`src/rtl/hazard_issue_ctrl_pkg.sv`:
```
// Shared pipeline types for the ID/EXE issue controller and its helpers.
package hazard_issue_ctrl_pkg;

  localparam int unsigned REG_W      = 5;
  localparam int unsigned HOLD_CNT_W = 2;

  // Destination-tracking payload carried by one pipeline stage.
  typedef struct packed {
    logic [REG_W-1:0] num_write;
    logic             reg_write;
    logic             mem_read;
  } slot_t;

  localparam slot_t BUBBLE = '{num_write: '0, reg_write: 1'b0, mem_read: 1'b0};

  typedef enum logic [0:0] {
    RUN  = 1'b0,
    HOLD = 1'b1
  } state_e;

  // Build a slot; a write to $0 is architecturally a no-op, so drop it here.
  function automatic slot_t make_slot(input logic [REG_W-1:0] num_write,
                                      input logic             reg_write,
                                      input logic             mem_read);
    slot_t s;
    s.num_write = num_write;
    s.reg_write = reg_write & (num_write != '0);
    s.mem_read  = mem_read;
    return s;
  endfunction

endpackage

```
`src/rtl/hazard_cmp.sv`:
```
// Source-operand match against one stage's destination; $0 never matches.
module hazard_cmp
  import hazard_issue_ctrl_pkg::*;
(
  input  logic [REG_W-1:0] rs,
  input  logic [REG_W-1:0] rt,
  input  logic             uses_rs,
  input  logic             uses_rt,
  input  logic [REG_W-1:0] num_write,
  input  logic             reg_write,
  output logic             hit_c
);

  logic dst_live;
  logic rs_hit;
  logic rt_hit;

  // Compare each used source against a live, non-zero destination.
  always_comb begin
    dst_live = reg_write & (num_write != '0);
    rs_hit   = uses_rs & (rs == num_write);
    rt_hit   = uses_rt & (rt == num_write);
    hit_c    = dst_live & (rs_hit | rt_hit);
  end

endmodule

```
`src/rtl/hazard_issue_ctrl.sv`:
```
// ID/EXE issue controller: load-use interlock, flush squash, EXE/MEM tracking.
module hazard_issue_ctrl
  import hazard_issue_ctrl_pkg::*;
#(
  parameter int unsigned LOAD_LATENCY = 1,
  parameter int unsigned CNT_W        = 16
) (
  input  logic             clock,
  input  logic             reset,
  input  logic             id_valid,
  input  logic [REG_W-1:0] rs,
  input  logic [REG_W-1:0] rt,
  input  logic             id_uses_rs,
  input  logic             id_uses_rt,
  input  logic [REG_W-1:0] id_num_write,
  input  logic             id_reg_write,
  input  logic             id_mem_read,
  input  logic             flush,
  output logic             stall,
  output logic [REG_W-1:0] EXE_num_write,
  output logic             EXE_reg_write,
  output logic             EXE_mem_read,
  output logic [REG_W-1:0] MEM_num_write,
  output logic             MEM_reg_write,
  output logic [CNT_W-1:0] stall_cycles
);

  // Extra bubbles beyond the first one, loaded into the HOLD counter.
  localparam logic [HOLD_CNT_W-1:0] HOLD_LOAD = HOLD_CNT_W'(LOAD_LATENCY - 1);
  localparam bit                    MULTI_BUBBLE = (LOAD_LATENCY > 1);

  state_e                  state_q;
  state_e                  state_d;
  logic [HOLD_CNT_W-1:0]   cnt_q;
  logic [HOLD_CNT_W-1:0]   cnt_d;
  slot_t                   exe_q;
  slot_t                   exe_d;
  logic [REG_W-1:0]        mem_num_write_q;
  logic                    mem_reg_write_q;
  logic [CNT_W-1:0]        stall_cycles_q;
  logic                    exe_hit_c;
  logic                    hazard_c;
  logic                    issue_c;

  hazard_cmp u_exe_cmp (
    .rs        (rs),
    .rt        (rt),
    .uses_rs   (id_uses_rs),
    .uses_rt   (id_uses_rt),
    .num_write (exe_q.num_write),
    .reg_write (exe_q.reg_write),
    .hit_c     (exe_hit_c)
  );

  // Only a load in EXE forces an interlock; other writers are forwarded.
  always_comb begin
    hazard_c = id_valid & exe_q.mem_read & exe_hit_c;
  end

  // FSM state and bubble-countdown registers.
  always_ff @(posedge clock) begin
    if (reset) begin
      state_q <= RUN;
      cnt_q   <= '0;
    end else begin
      state_q <= state_d;
      cnt_q   <= cnt_d;
    end
  end

  // Next-state and stall decode; flush always overrides the interlock.
  always_comb begin
    state_d = state_q;
    cnt_d   = cnt_q;
    stall   = 1'b0;
    unique case (state_q)
      RUN: begin
        stall = hazard_c & ~flush;
        if (stall && MULTI_BUBBLE) begin
          state_d = HOLD;
          cnt_d   = HOLD_LOAD;
        end
      end
      HOLD: begin
        stall = ~flush;
        if (flush) begin
          state_d = RUN;
          cnt_d   = '0;
        end else begin
          cnt_d = cnt_q - HOLD_CNT_W'(1);
          if (cnt_q == HOLD_CNT_W'(1)) begin
            state_d = RUN;
          end
        end
      end
    endcase
  end

  // Next EXE slot: the ID instruction if it issues, otherwise a bubble.
  always_comb begin
    issue_c = id_valid & ~stall & ~flush;
    exe_d   = BUBBLE;
    if (issue_c) begin
      exe_d = make_slot(id_num_write, id_reg_write, id_mem_read);
    end
  end

  // EXE and MEM destination tracking; MEM always advances.
  always_ff @(posedge clock) begin
    if (reset) begin
      exe_q           <= BUBBLE;
      mem_num_write_q <= '0;
      mem_reg_write_q <= 1'b0;
    end else begin
      exe_q           <= exe_d;
      mem_num_write_q <= exe_q.num_write;
      mem_reg_write_q <= exe_q.reg_write;
    end
  end

  // Saturating count of stalled cycles.
  always_ff @(posedge clock) begin
    if (reset) begin
      stall_cycles_q <= '0;
    end else if (stall && (stall_cycles_q != '1)) begin
      stall_cycles_q <= stall_cycles_q + CNT_W'(1);
    end
  end

  assign EXE_num_write = exe_q.num_write;
  assign EXE_reg_write = exe_q.reg_write;
  assign EXE_mem_read  = exe_q.mem_read;
  assign MEM_num_write = mem_num_write_q;
  assign MEM_reg_write = mem_reg_write_q;
  assign stall_cycles  = stall_cycles_q;

endmodule

```
`config.mk`:
```
export PLATFORM = sky130hd
export DESIGN_NAME = hazard_issue_ctrl
export DESIGN_NICKNAME = d
export VERILOG_FILES = /design/src/rtl/hazard_issue_ctrl_pkg.sv /design/src/rtl/hazard_cmp.sv /design/src/rtl/hazard_issue_ctrl.sv
export SDC_FILE = /design/constraint.sdc
export NUM_CORES = 1
export LEC_CHECK = 0
export BUFFER_PORTS_ARGS = -buffer_cell sky130_fd_sc_hd__buf_2
export CORE_MARGIN = 2
export CORE_UTILIZATION = 29
export CTS_BUF_LIST = sky130_fd_sc_hd__clkbuf_8
export DETAILED_ROUTE_END_ITERATION = 10
export HOLD_SLACK_MARGIN = 0.12
export PLACE_DENSITY_LB_ADDON = 0.1
export SLEW_MARGIN = 20
export SYNTH_ARGS = -nofsm -noshare
export SYNTH_HDL_FRONTEND = slang
export SYNTH_HIERARCHICAL = 1
export SYNTH_SLANG_ARGS = --single-unit
```
`constraint.sdc`:
```
create_clock -name clock -period 2.66 [get_ports clock]
set_input_delay 0.532 -clock clock [delete_from_list [all_inputs] [get_ports clock]]
set_output_delay 0.532 -clock clock [all_outputs]
set_load 0.01 [all_outputs]
```
* Word level (Yosys, flattened, before mapping)
Index checks and enable logic that the tools add are counted.
Operators by class: order comparisons 0, div/mod/pow operators 0, shifts and indexed selects 0, reduce and logical (&&, ||, !) cells 5, add/subtract/negate cells 2, bitwise logic cells 15, multiply operators 0, muxes and demuxes 3, equal/unequal tests 4
Operators with widths (count):
- $add 16x1->16 const B | 1
- $ne 16x16->1 const B | 1
- $and 1x1->1 | 10
- $eq 5x5->1 | 2
- $reduce_bool 5->1 | 2
- $not 1->1 | 4
- $reduce_or 3->1 | 1
- $eq 2x1->1 const B | 1
- $mux 2 | 1
- $pmux 1 s2 | 1
- $reduce_or 2->1 | 1
- $sub 2x1->2 const B | 1
- $logic_and 1x1->1 | 1
- $mux 1 | 1
- $or 1x1->1 | 1
Storage, ports and cells: memory bits (writable) 0, bits in latches 0, output and inout bits 30, memories 0, register bits after elaboration 32, word-level logic and storage cells 37, bits in read-only memories 0

* Longest topological paths before layout
word-level depth 12, depth in mapped cells 10

* Modules after synthesis
The synthesis kept the hierarchy.
By module, submodules not included:
- hazard_issue_ctrl | times used 1, seq. area each 640.6 um^2, cells an instance 143, area an instance 1341.3 um^2
- hazard_cmp | times used 1, seq. area each 0.0 um^2, cells an instance 17, area an instance 133.9 um^2

* Worst setup path after synthesis
Ideal clock, no wire load.
path type in2reg, from in rs[0], to reg stall_cycles_q[15] (netlist: stall_cycles[15]), setup time 0.121 ns, cell stages on the path 9, setup slack -0.056 ns, arrival time 2.595 ns, required time 2.539 ns, buffers on the path 1, cell sequence xor2_1 nor4_2 nand3_1 a21oi_1 a31oi_2 or4_4 buf_6 nor4_1 mux2_2
Between the ends: cells in the longest elaborated chain, start to end 8
Ends and longest elaborated chain:
- start: declaration | RTL line hazard_issue_ctrl.sv:11 | input logic [REG_W-1:0] rs,
- $eq 5x5->1 | RTL line hazard_cmp.sv:21 | rs_hit = uses_rs & (rs == num_write);
- $and 1x1->1 | RTL line hazard_cmp.sv:21
- $or 1x1->1 | RTL line hazard_cmp.sv:23 | hit_c = dst_live & (rs_hit | rt_hit);
- $and 1x1->1 | RTL line hazard_cmp.sv:23
- named net exe_hit_c | RTL line hazard_issue_ctrl.sv:41 | logic exe_hit_c;
- $and 1x1->1 | RTL line hazard_issue_ctrl.sv:57 | hazard_c = id_valid & exe_q.mem_read & exe_hit_c;
- $and 1x1->1 | RTL line hazard_issue_ctrl.sv:78 | stall = hazard_c & ~flush;
- $pmux 1 s2 | RTL line hazard_issue_ctrl.sv:76 | unique case (state_q)
- $logic_and 1x1->1 | RTL line hazard_issue_ctrl.sv:125 | end else if (stall && (stall_cycles_q != '1)) begin
- end signal: assignment | RTL line hazard_issue_ctrl.sv:126 | stall_cycles_q <= stall_cycles_q + CNT_W'(1);
- end: declaration | RTL line hazard_issue_ctrl.sv:40 | logic [CNT_W-1:0] stall_cycles_q;
The timed path passes the listed nets, and every way through them passes these cells. A chain may end at the register's enable or synchronous reset.

* Worst setup path in the final report
from reg exe_q, in the netlist EXE_num_write[3], to out stall
Between the ends: cells in the longest elaborated chain, start to end 7
Ends and longest elaborated chain:
- start: declaration | RTL line hazard_issue_ctrl.sv:36 | slot_t exe_q;
- start signal: assignment | RTL line hazard_issue_ctrl.sv:111 | exe_q <= BUBBLE;
- start signal: assignment | RTL line hazard_issue_ctrl.sv:115 | exe_q <= exe_d;
- $eq 5x5->1 (on tied branches) | RTL line hazard_cmp.sv:21, hazard_cmp.sv:22
- $and 1x1->1 (on tied branches) | RTL line hazard_cmp.sv:21, hazard_cmp.sv:22
- $or 1x1->1 | RTL line hazard_cmp.sv:23
- $and 1x1->1 (*) | RTL line hazard_cmp.sv:23
- named net exe_hit_c | RTL line hazard_issue_ctrl.sv:41
- $and 1x1->1 (*) | RTL line hazard_issue_ctrl.sv:57
- $and 1x1->1 (*) | RTL line hazard_issue_ctrl.sv:78
- $pmux 1 s2 (*) | RTL line hazard_issue_ctrl.sv:76
- end: declaration | RTL line hazard_issue_ctrl.sv:19 | output logic stall,
Mark *: on every way through the listed nets, which the timed path passes. The rest lies on a longest branch.

==> results.py <==
metrics = {
    "yosys": {
        "async_reset_ff_share_pct": 0,
        "syn-instance-count": 160,
        "synth_edf_count": 0,
        "yosysMostFrequentCell": "dfxtp_1",
        "seq_area_frac_synth_pct": 43.4,
        "synth_warnings": 6,
        "synth_area_leader_cell": "dfxtp_1",
        "synth_area_leaders": "dfxtp_1, or4_1, a21oi_1",
        "synthDistinctLibCells": 41,
        "synth_nets": 185,
        "syn_area_per_cell_sq_um": 9.22,
        "ys_ff_latch": 32,
        "synth_common_cells": "dfxtp_1, a21oi_1, or4_1",
        "ys_dominant_reg_cell": "dfxtp_1",
        "yosys.area.top_type_share_pct": 43.4,
        "syn-cell-area_sq_um": 1480,
    },
    "final_layout": {
        "final_cell_count_no_fill": 289,
        "ff_latch_area_sq_um": 644,
        "drive_above_1_share_pct": 41.0,
        "antenna_cells": 0,
        "multiInputGateArea_sq_um": 863,
        "fin_nets": 246,
        "area_growth_pct": 40.4,
        "fillers": 497,
    },
    "critical_path": {
        "rr_worst_depth": 8,
        "cp.arrival_ns": 2.05,
        "path_class": "reg2out",
        "startpoint": "EXE_num_write[3]$_SDFF_PP0_",
        "cp.buffers_inverters": 2,
        "r2r-start": "EXE_num_write[3]$_SDFF_PP0_",
        "required_ns": 2.13,
        "critPathLaunchType": "register",
        "cp_max_fo": 5,
        "r2r_end": "stall_cycles[14]$_SDFFE_PP0P_",
        "r2r_slack_ns": 0.12,
        "crit_path_max_incr_delay_ns": 0.36,
        "path_cells": "xor2_1 > nor4_2 > nand3_1 > a21oi_2 > a31oi_4 > or2_4 > inv_2 > buf_6",
        "critPathSlowestCell": "dfxtp_1",
        "crit_path_end_kind": "output pin",
        "path_depth": 8,
        "crit_family": "simple AND/OR/NAND/NOR gates",
    },
    "global_route": {
        "grt_max_degree": 28,
        "grt_pass1_wl_mm": 6.03,
        "grt_use_total_pct": 13.9,
        "grt_antenna_before_repair": 0,
        "grt_pass1_vias": 1312,
        "grt.overflow.total": 0,
    },
    "timing": {
        "rsz0062_at_grt": "true",
        "maxSlewHeadroom_pct": 51.7,
        "max_clock_freq_ghz": 0.387,
        "fin_crit_sh_pct": 97.2,
        "hold_slack_ns": 0.455,
        "worst_slew_pin_slew_ns": 0.718,
        "period_needed_ns": 2.59,
        "skew_ns": 0.0101,
        "setup_viol": 0,
        "hold_viol_final": 0,
        "slew_violations": 0,
    },
    "clock_network": {
        "insertion_delay_ns": 0.29,
        "cts.sinks": 32,
        "cts_tree": "built",
        "clk_pin_slew_ns": 0.06,
        "cts_buffers": 5,
        "cts_root_buf": "clkbuf_8",
        "cts_max_path_buffers": 2,
        "cts_hold_buf": 0,
        "cts.htree.levels": 2,
    },
    "worst_hold_path": {
        "holdCritStartpoint": "id_mem_read",
        "holdCritPathClass": "in2reg",
        "hold_depth": 2,
        "min_to": "EXE_mem_read$_SDFF_PP0_",
    },
    "floorplan": {
        "start_util_pct": 30.6,
        "die_h_um": 75.3,
        "rows": 25,
        "die_x_um": 75.3,
        "dieArea_sq_um": 5670,
        "boundaryPins": 53,
        "core_sq_um": 4820,
    },
    "detailed_routing": {
        "vias_per_cell": 4.94,
        "wirelength_mm": 3.88,
        "dr.pass1.iters": 4,
        "ant_nets": 0,
        "wl_per_cell_um": 13.4,
        "vias": 1427,
        "drt-initial-drc-count": 82,
        "post-route-drc-count": 0,
    },
    "run": {
        "max-cap-violations": 0,
    },
    "place": {
        "io_buffer_count": 52,
        "placed_cells_incl_taps": 277,
        "place.gp.congestion": 0.778,
        "dpl.hpwl_mm": 2.81,
    },
    "power_and_ir_drop": {
        "p_leak_nw": 0.846,
        "powerDensity_nw_per_um2": 510,
        "total_power_mw": 1.06,
        "peakVddDrop_uv": 243,
    },
    "status": {
        "outcome": "completed",
    },
}
per-stage QoR:
stage               cell area [sq um]  setup TNS [ns]  utilization (%)  worst slack, ns
floorplan                        1490               0                -          0.00497
CTS                              1980               0             41.0          0.00507
global placement                 1830           -1.06             38.0           -0.224
detailed placement               1830           -2.10             38.0           -0.352
global route                     2070         -0.0487             43.0          -0.0345
finish                           2070               0             43.0           0.0743
kinds of logic after synthesis:
logic type | after synthesis | share of synthesized area, %
simple gates | 66 | 27.8
xor+xnor | 10 | 5.94
buf+inv | 12 | 3.65
mux | 3 | 2.21
flops | 32 | 43.4
compound gates | 35 | 15.3
fa+ha+maj | 2 | 1.70
where the power goes:
group	internal [mW]	switching (mW)	leakage, nW
logic	0.0273	0.0288	0.523
clock network	0.331	0.184	0.0645
registers	0.483	0.00439	0.259
state kept, by name, summed over array words and instances, names as in the netlist:
register       cells
stall_cycles      16
EXE_num_write      5
MEM_num_write      5
cnt_q              2
EXE_mem_read       1
EXE_reg_write      1
MEM_reg_write      1
state_q            1
layer usage:
layer	vias up	global-route usage [%]	wire length (um)
met5	-	0	0
met4	0	6.04	55
met3	7	4.37	236
met2	45	21.3	1850
met1	658	18.2	1750
li1	717	-	-
worst max path at each step:
stage	endpoint	slack, ns
floorplan	stall_cycles[15]$_SDFFE_PP0P_	0.005
global placement	stall_cycles[14]$_SDFFE_PP0P_	-0.22
detailed placement	stall_cycles[14]$_SDFFE_PP0P_	-0.35
CTS	stall_cycles[13]$_SDFFE_PP0P_	0.005
global route	stall	-0.03
finish	stall	0.07
final cells by class:
class	instances	area share (%)
inverter	5	0.906
clock inverter	1	1.45
sequential	32	31.1
clock buffer	7	4.65
multi-input combinational	116	41.7
timing repair buffer	61	16.1
tap	67	4.05
timing repair:
item,in CTS,in global routing
gates resized for setup,3,14
pin swaps,3,8
setup endpoints to repair,3,10
setup buffers,0,4
cloned,0,0
placed cells by master (no fill, tap or decap), drive strengths merged, types with 6 or more instances in the layout:
cell type / synthesis / layout
nand3: 9 / 9
nor2b: 8 / 8
a21oi: 14 / 14
o31ai: 9 / 9
dfxtp: 32 / 32
and2: 6 / 6
xor2: 8 / 8
buf: 4 / 61
or4: 11 / 11
nor2: 6 / 6
clkbuf: 3 / 7
No activity file was read; power rests on OpenSTA's default activity.
